File: config.mk
export PLATFORM = sky130hd
export DESIGN_NAME = m216_ff6
export DESIGN_NICKNAME = d
export VERILOG_FILES = /design/src/rtl/m216_ff6.sv
export SDC_FILE = /design/constraint.sdc
export NUM_CORES = 1
export LEC_CHECK = 0
export CAP_MARGIN = 10
export CORE_MARGIN = 2
export CORE_UTILIZATION = 58
export CTS_BUF_LIST = sky130_fd_sc_hd__clkbuf_16
export CTS_CLUSTER_DIAMETER = 200
export DETAILED_ROUTE_END_ITERATION = 16
export PLACE_DENSITY = 0.81
export SYNTH_ARGS = -nofsm -noshare
export SYNTH_HDL_FRONTEND = slang
export SYNTH_SLANG_ARGS = --single-unit
File: constraint.sdc
create_clock -name clk -period 3.5 [get_ports clk]
set_input_delay 0.7 -clock clk [delete_from_list [all_inputs] [get_ports clk]]
set_output_delay 0.7 -clock clk [all_outputs]
set_load 0.01 [all_outputs]
File: src/rtl/m216_ff6.sv
// m216_ff6 - six-bit D-type flip-flop board.
//
// Each bit is an independent edge-qualified D flip-flop. The pulse input p
// is a level signal; a low-to-high transition on its registered copy arms a
// load, and the load commits once the pulse has stayed high for PULSE_MIN
// clk cycles. Shorter pulses are rejected as glitches. The D value that is
// loaded is the one sampled one clk before the pulse was first seen, which
// models the setup requirement of the original board.
//
// Direct set/clear are level inputs. They act on their registered copies
// and override the pulse path.
//
// Ports:
//   clk    in   global simulation clock, rising edge
//   rst    in   asynchronous active-high reset
//   d      in   [NFF] data input per flip-flop
//   p      in   [NFF] clock-pulse input per flip-flop
//   set_n  in   [NFF] direct set, active low
//   clr_n  in   [NFF] direct clear, active low
//   q1     out  [NFF] true output
//   q0     out  [NFF] complement output
//
// Per-bit load sequencing:
//   state       | meaning
//   idle        | pend_q = 0, no load in progress
//   qualifying  | pend_q = 1, rise seen, counting pulse length in cnt_q
//   both_low    | both_q = 1, set and clear were both asserted; forced to
//               | the clear state until every direct input is released
module m216_ff6 #(
    parameter int             NFF       = 6,
    parameter int             PULSE_MIN = 1,
    parameter logic [NFF-1:0] RESET_VAL = '0
) (
    input  logic           clk,
    input  logic           rst,
    input  logic [NFF-1:0] d,
    input  logic [NFF-1:0] p,
    input  logic [NFF-1:0] set_n,
    input  logic [NFF-1:0] clr_n,
    output logic [NFF-1:0] q1,
    output logic [NFF-1:0] q0
);

    localparam logic [3:0] PMIN = 4'(PULSE_MIN);

    logic [NFF-1:0] d_r_q,   d_r_d;
    logic [NFF-1:0] d_dly_q, d_dly_d;
    logic [NFF-1:0] p_r_q,   p_r_d;
    logic [NFF-1:0] p_dly_q, p_dly_d;
    logic [NFF-1:0] sn_r_q,  sn_r_d;
    logic [NFF-1:0] cn_r_q,  cn_r_d;
    logic [NFF-1:0] hold_q,  hold_d;
    logic [NFF-1:0] pend_q,  pend_d;
    logic [NFF-1:0] both_q,  both_d;
    logic [NFF-1:0] q1_q,    q1_d;
    logic [NFF-1:0] q0_q,    q0_d;
    logic [3:0]     cnt_q [NFF];
    logic [3:0]     cnt_d [NFF];
    logic [NFF-1:0] rise;

    assign rise = p_r_q & ~p_dly_q;

    // State register. The pulse pipeline resets high so a pulse held across
    // reset release does not look like a fresh edge.
    always_ff @(posedge clk or posedge rst) begin
        if (rst) begin
            d_r_q   <= '0;
            d_dly_q <= '0;
            p_r_q   <= '1;
            p_dly_q <= '1;
            sn_r_q  <= '1;
            cn_r_q  <= '1;
            hold_q  <= '0;
            pend_q  <= '0;
            both_q  <= '0;
            q1_q    <= RESET_VAL;
            q0_q    <= ~RESET_VAL;
            for (int i = 0; i < NFF; i++) begin
                cnt_q[i] <= '0;
            end
        end else begin
            d_r_q   <= d_r_d;
            d_dly_q <= d_dly_d;
            p_r_q   <= p_r_d;
            p_dly_q <= p_dly_d;
            sn_r_q  <= sn_r_d;
            cn_r_q  <= cn_r_d;
            hold_q  <= hold_d;
            pend_q  <= pend_d;
            both_q  <= both_d;
            q1_q    <= q1_d;
            q0_q    <= q0_d;
            for (int i = 0; i < NFF; i++) begin
                cnt_q[i] <= cnt_d[i];
            end
        end
    end

    // Next-state logic.
    always_comb begin
        d_r_d   = d;
        d_dly_d = d_r_q;
        p_r_d   = p;
        p_dly_d = p_r_q;
        sn_r_d  = set_n;
        cn_r_d  = clr_n;
        hold_d  = hold_q;
        pend_d  = pend_q;
        both_d  = both_q;
        q1_d    = q1_q;
        q0_d    = q0_q;
        cnt_d   = cnt_q;
        for (int i = 0; i < NFF; i++) begin
            if (!sn_r_q[i] || !cn_r_q[i]) begin
                // Direct inputs cancel any load in progress and swallow a
                // coincident rise.
                pend_d[i] = 1'b0;
                cnt_d[i]  = '0;
                if (!sn_r_q[i] && !cn_r_q[i]) begin
                    q1_d[i]   = 1'b1;
                    q0_d[i]   = 1'b1;
                    both_d[i] = 1'b1;
                end else if (both_q[i] || !cn_r_q[i]) begin
                    // Leaving both-low in either order lands in the clear state.
                    q1_d[i] = 1'b0;
                    q0_d[i] = 1'b1;
                end else begin
                    q1_d[i] = 1'b1;
                    q0_d[i] = 1'b0;
                end
            end else if (both_q[i]) begin
                both_d[i] = 1'b0;
                q1_d[i]   = 1'b0;
                q0_d[i]   = 1'b1;
            end else if (rise[i]) begin
                hold_d[i] = d_dly_q[i];
                cnt_d[i]  = 4'd1;
                pend_d[i] = 1'b1;
                if (PMIN <= 4'd1) begin
                    q1_d[i]   = d_dly_q[i];
                    q0_d[i]   = ~d_dly_q[i];
                    pend_d[i] = 1'b0;
                end
            end else if (pend_q[i]) begin
                if (p_r_q[i]) begin
                    cnt_d[i] = cnt_q[i] + 4'd1;
                    if (cnt_q[i] + 4'd1 >= PMIN) begin
                        q1_d[i]   = hold_q[i];
                        q0_d[i]   = ~hold_q[i];
                        pend_d[i] = 1'b0;
                    end
                end else begin
                    pend_d[i] = 1'b0;
                    cnt_d[i]  = '0;
                end
            end
        end
    end

    // Outputs.
    always_comb begin
        q1 = q1_q;
        q0 = q0_q;
    end

endmodule

==> run_results.csv <==
group,metric,value,unit
cts,numClockSinks,90,
placed_design,hpwl,5430,µm
pwr,power.density,470,nW/µm²
grt,grt_max_degree,55,
final_layout,area_growth,17.9,%
routing,ant_nets,0,
logic_synthesis,synth_area,4390,µm²
routing,routed_wl,7670,µm
worst_hold_path,holdPathStages,0,
routing,wl_met2,3900,µm
die,rows,31,
cts,htree_levels,3,
logic_synthesis,ys_ff_latch,90,
setup_path,cp_slowest_cell,"dfstp_2",
cts,cts_setup_buffers,0,
grt,overflow,0,
sta,finalSetupViolations,0,
setup_path,crit_arrival,1410,ps
setup_path,end_kind,"primary output",
final_layout,drive_gt1_share,15.3,%
die,die_h,91.0,µm
sta,skew,5.47,ps
logic_synthesis,ys.flop_type,"dfrtp_1",
sta,rsz0062_at_grt,"no",
setup_path,crit_cells,1,
routing,dr.pass1.iters,4,
pwr,peakVddDrop,301,µV
logic_synthesis,yosys.cell_types.count,42,
die,coreArea,7290,µm²
die,start_util,60.1,%
setup_path,path_cells,"clkdlybuf4s50_1",
cts,cts_tree,"yes",
logic_synthesis,synthTopCellsByArea,"dfrtp_1, dfstp_2, ha_1",
routing,avgViaCountPerCell,5.73,
logic_synthesis,netlist.area_leader.share,34.2,%
cts,cts-hold-fix-buffers,0,
cts,cts_buffer_depth,2,
routing,wl_met3,209,µm
sta,fin_crit,2110,ps
worst_hold_path,min_from,"d_dly_d[4]",
setup_path,rr_worst_depth,5,
routing,vias,3153,
pwr,p_leak,0.00231,µW
sta,fmax,0.475,GHz
placed_design,dpl.cell_count,534,
grt,grt_use_total,20.4,%
cts,cts-buffers-inserted,9,
routing,drt_iter0_drc,86,
setup_path,critPathBufInv,1,
logic_synthesis,avgSynthCellArea,10.9,µm²
status,status,"complete, no violations",
setup_path,required,2800,ps
cts,path_clk_slew,60,ps
logic_synthesis,synth_fp_nets,452,
setup_path,ff2ff_setup_slack,1590,ps
worst_hold_path,holdPathEnd,"d_dly_q[4]",
setup_path,critPathMaxFanout,2,
logic_synthesis,ys_async_sr_fraction,100,%
die,ioPinCount,38,
routing,route.detailed.drc,0,
job,maxCapViolCount,0,
die,die_width,91.0,µm
logic_synthesis,yosysWarnings,0,
logic_synthesis,yosysTopAreaCell,"dfrtp_1",
setup_path,critPathTopFamily,"flip-flops",
placed_design,gp_congestion,0.814,
worst_hold_path,hold_class,"reg2reg",
setup_path,r2r_end,"q1[0]",
logic_synthesis,synth_edf_count,0,
setup_path,cp_slowest_stage_delay,540,ps
final_layout,fillCellCount,551,
sta,maxSlewHeadroom,57.2,%
grt,grt_pass1_vias,3261,
routing,drt-met1-wl,3440,µm
sta,hold_viol_final,0,
setup_path,r2r-start,"cn_r_q[0]",
routing,detail_route.wl_per_cell,13.9,µm
setup_path,critPathKind,"reg2out",
cts,cts_resized,0,
die,die-area,8270,µm²
setup_path,cp-start-kind,"flop",
sta,period_share,60.2,%
sta,final.setup.tns,0,ps
sta,worst_slew_pin_slew,641,ps
grt,grt_pass1_wl,13900,µm
logic_synthesis,yosysSeqAreaShare,52.2,%
placed_design,io_buffer_count,37,
grt,antenna_found_initial,0,
final_layout,stdcell_count,550,
logic_synthesis,synthCells,403,
sta,slew_viol_final,0,
final_layout,num_antenna_cells,0,
final_layout,final_nets,495,
routing,top_layer,"met4",
pwr,power,2430,µW
cts,clockRootBuffer,"clkbuf_16",
cts,clk_latency,330,ps
## placed cells by master (no fill, tap or decap), drive strengths merged, types with 6 or more instances in the layout
cell | netlist | routed
a21o | 10 | 10
a21oi | 31 | 31
a22o | 8 | 8
and3 | 6 | 6
clkbuf | 5 | 9
clkdlybuf4s50 | 0 | 37
dfrtp | 60 | 60
dfstp | 30 | 30
ha | 23 | 23
inv | 38 | 38
mux2 | 18 | 18
mux2i | 11 | 11
nand2 | 30 | 30
nand2b | 11 | 11
nand3 | 13 | 13
nor2 | 9 | 9
nor2b | 19 | 19
nor3 | 7 | 7
o2111ai | 10 | 10
o21ai | 21 | 21
## how the worst max path moves through the flow
stage | start | to
2_1_floorplan | rst | both_q[0]
3_3_place_gp | rst | sn_r_q[3]
3_5_place_dp | rst | cn_r_q[3]
4_1_cts | q0[0] | q0[0]
5_1_grt | q0[0] | q0[0]
6_report | q0[3] | q0[3]
## synth_stat cells, drive strengths merged (9+ instances only)
cell	number
a21o	10
a21oi	31
dfrtp	60
dfstp	30
ha	23
inv	38
mux2	18
mux2i	11
nand2	30
nand2b	11
nand3	13
nor2	9
nor2b	19
o2111ai	10
o21ai	21
## through the flow
stage | area [µm²] | utilization, % | worst slack [ps] | hold WS, ps
global route | 5170 | 70.9 | 1370 | 363
finish | 5170 | 70.9 | 1390 | 350
detailed placement | 4880 | 66.9 | 1600 | 336
floorplan | 4390 | - | 514 | 331
CTS | 5170 | 70.9 | 1390 | 351
global placement | 4880 | 66.9 | 1630 | 335
## per-layer routing
layer  vias to the layer above  GRT usage [%]
met5                         -              0
met4                         0           7.32
met3                        12           4.32
met2                        46           35.0
met1                      1562           25.6
li1                       1533              -
## state kept, by name, summed over array words and instances, names as in the netlist
signal,flops
cn_r_q,6
d_dly_q,6
pend_q,6
p_dly_q,6
hold_q,6
cnt_q,24
d_dly_d,6
sn_r_q,6
q0,6
p_dly_d,6
both_q,6
q1,6
## worst reg2reg max path: stages, from the launching register on
cell      delay [ps]
dfstp_2          540
ha_1             360
inv_1            100
o311ai_1         360
o31ai_1          120
mux2_1           300
## area by class of cell
type / instances / area [µm²] / share of cell area, %
Tap cell: 99 / 124 / 2.40
Clock buffer: 9 / 225 / 4.36
Timing Repair Buffer: 38 / 390 / 7.55
Sequential cell: 90 / 2290 / 44.3
Clock inverter: 7 / 68.8 / 1.33
Inverter: 38 / 144 / 2.78
Multi-Input combinational cell: 269 / 1930 / 37.3
## cell families after synthesis
logic type	count (synthesis)	synth area share [%]
buffers and inverters	44	3.79
AND/OR/NAND/NOR	112	13.9
adder cells (fa/ha/maj)	23	6.56
flip-flops	90	52.2
multiplexers	29	7.13
AO/OA/AOI/OAI	105	16.4
## power by group
group	internal (µW)	leakage, µW	switching [µW]
combinational	148	0.00109	132
clock	551	0.000133	399
sequential	1130	0.00109	65.5
(Power assumes the default switching activity.)
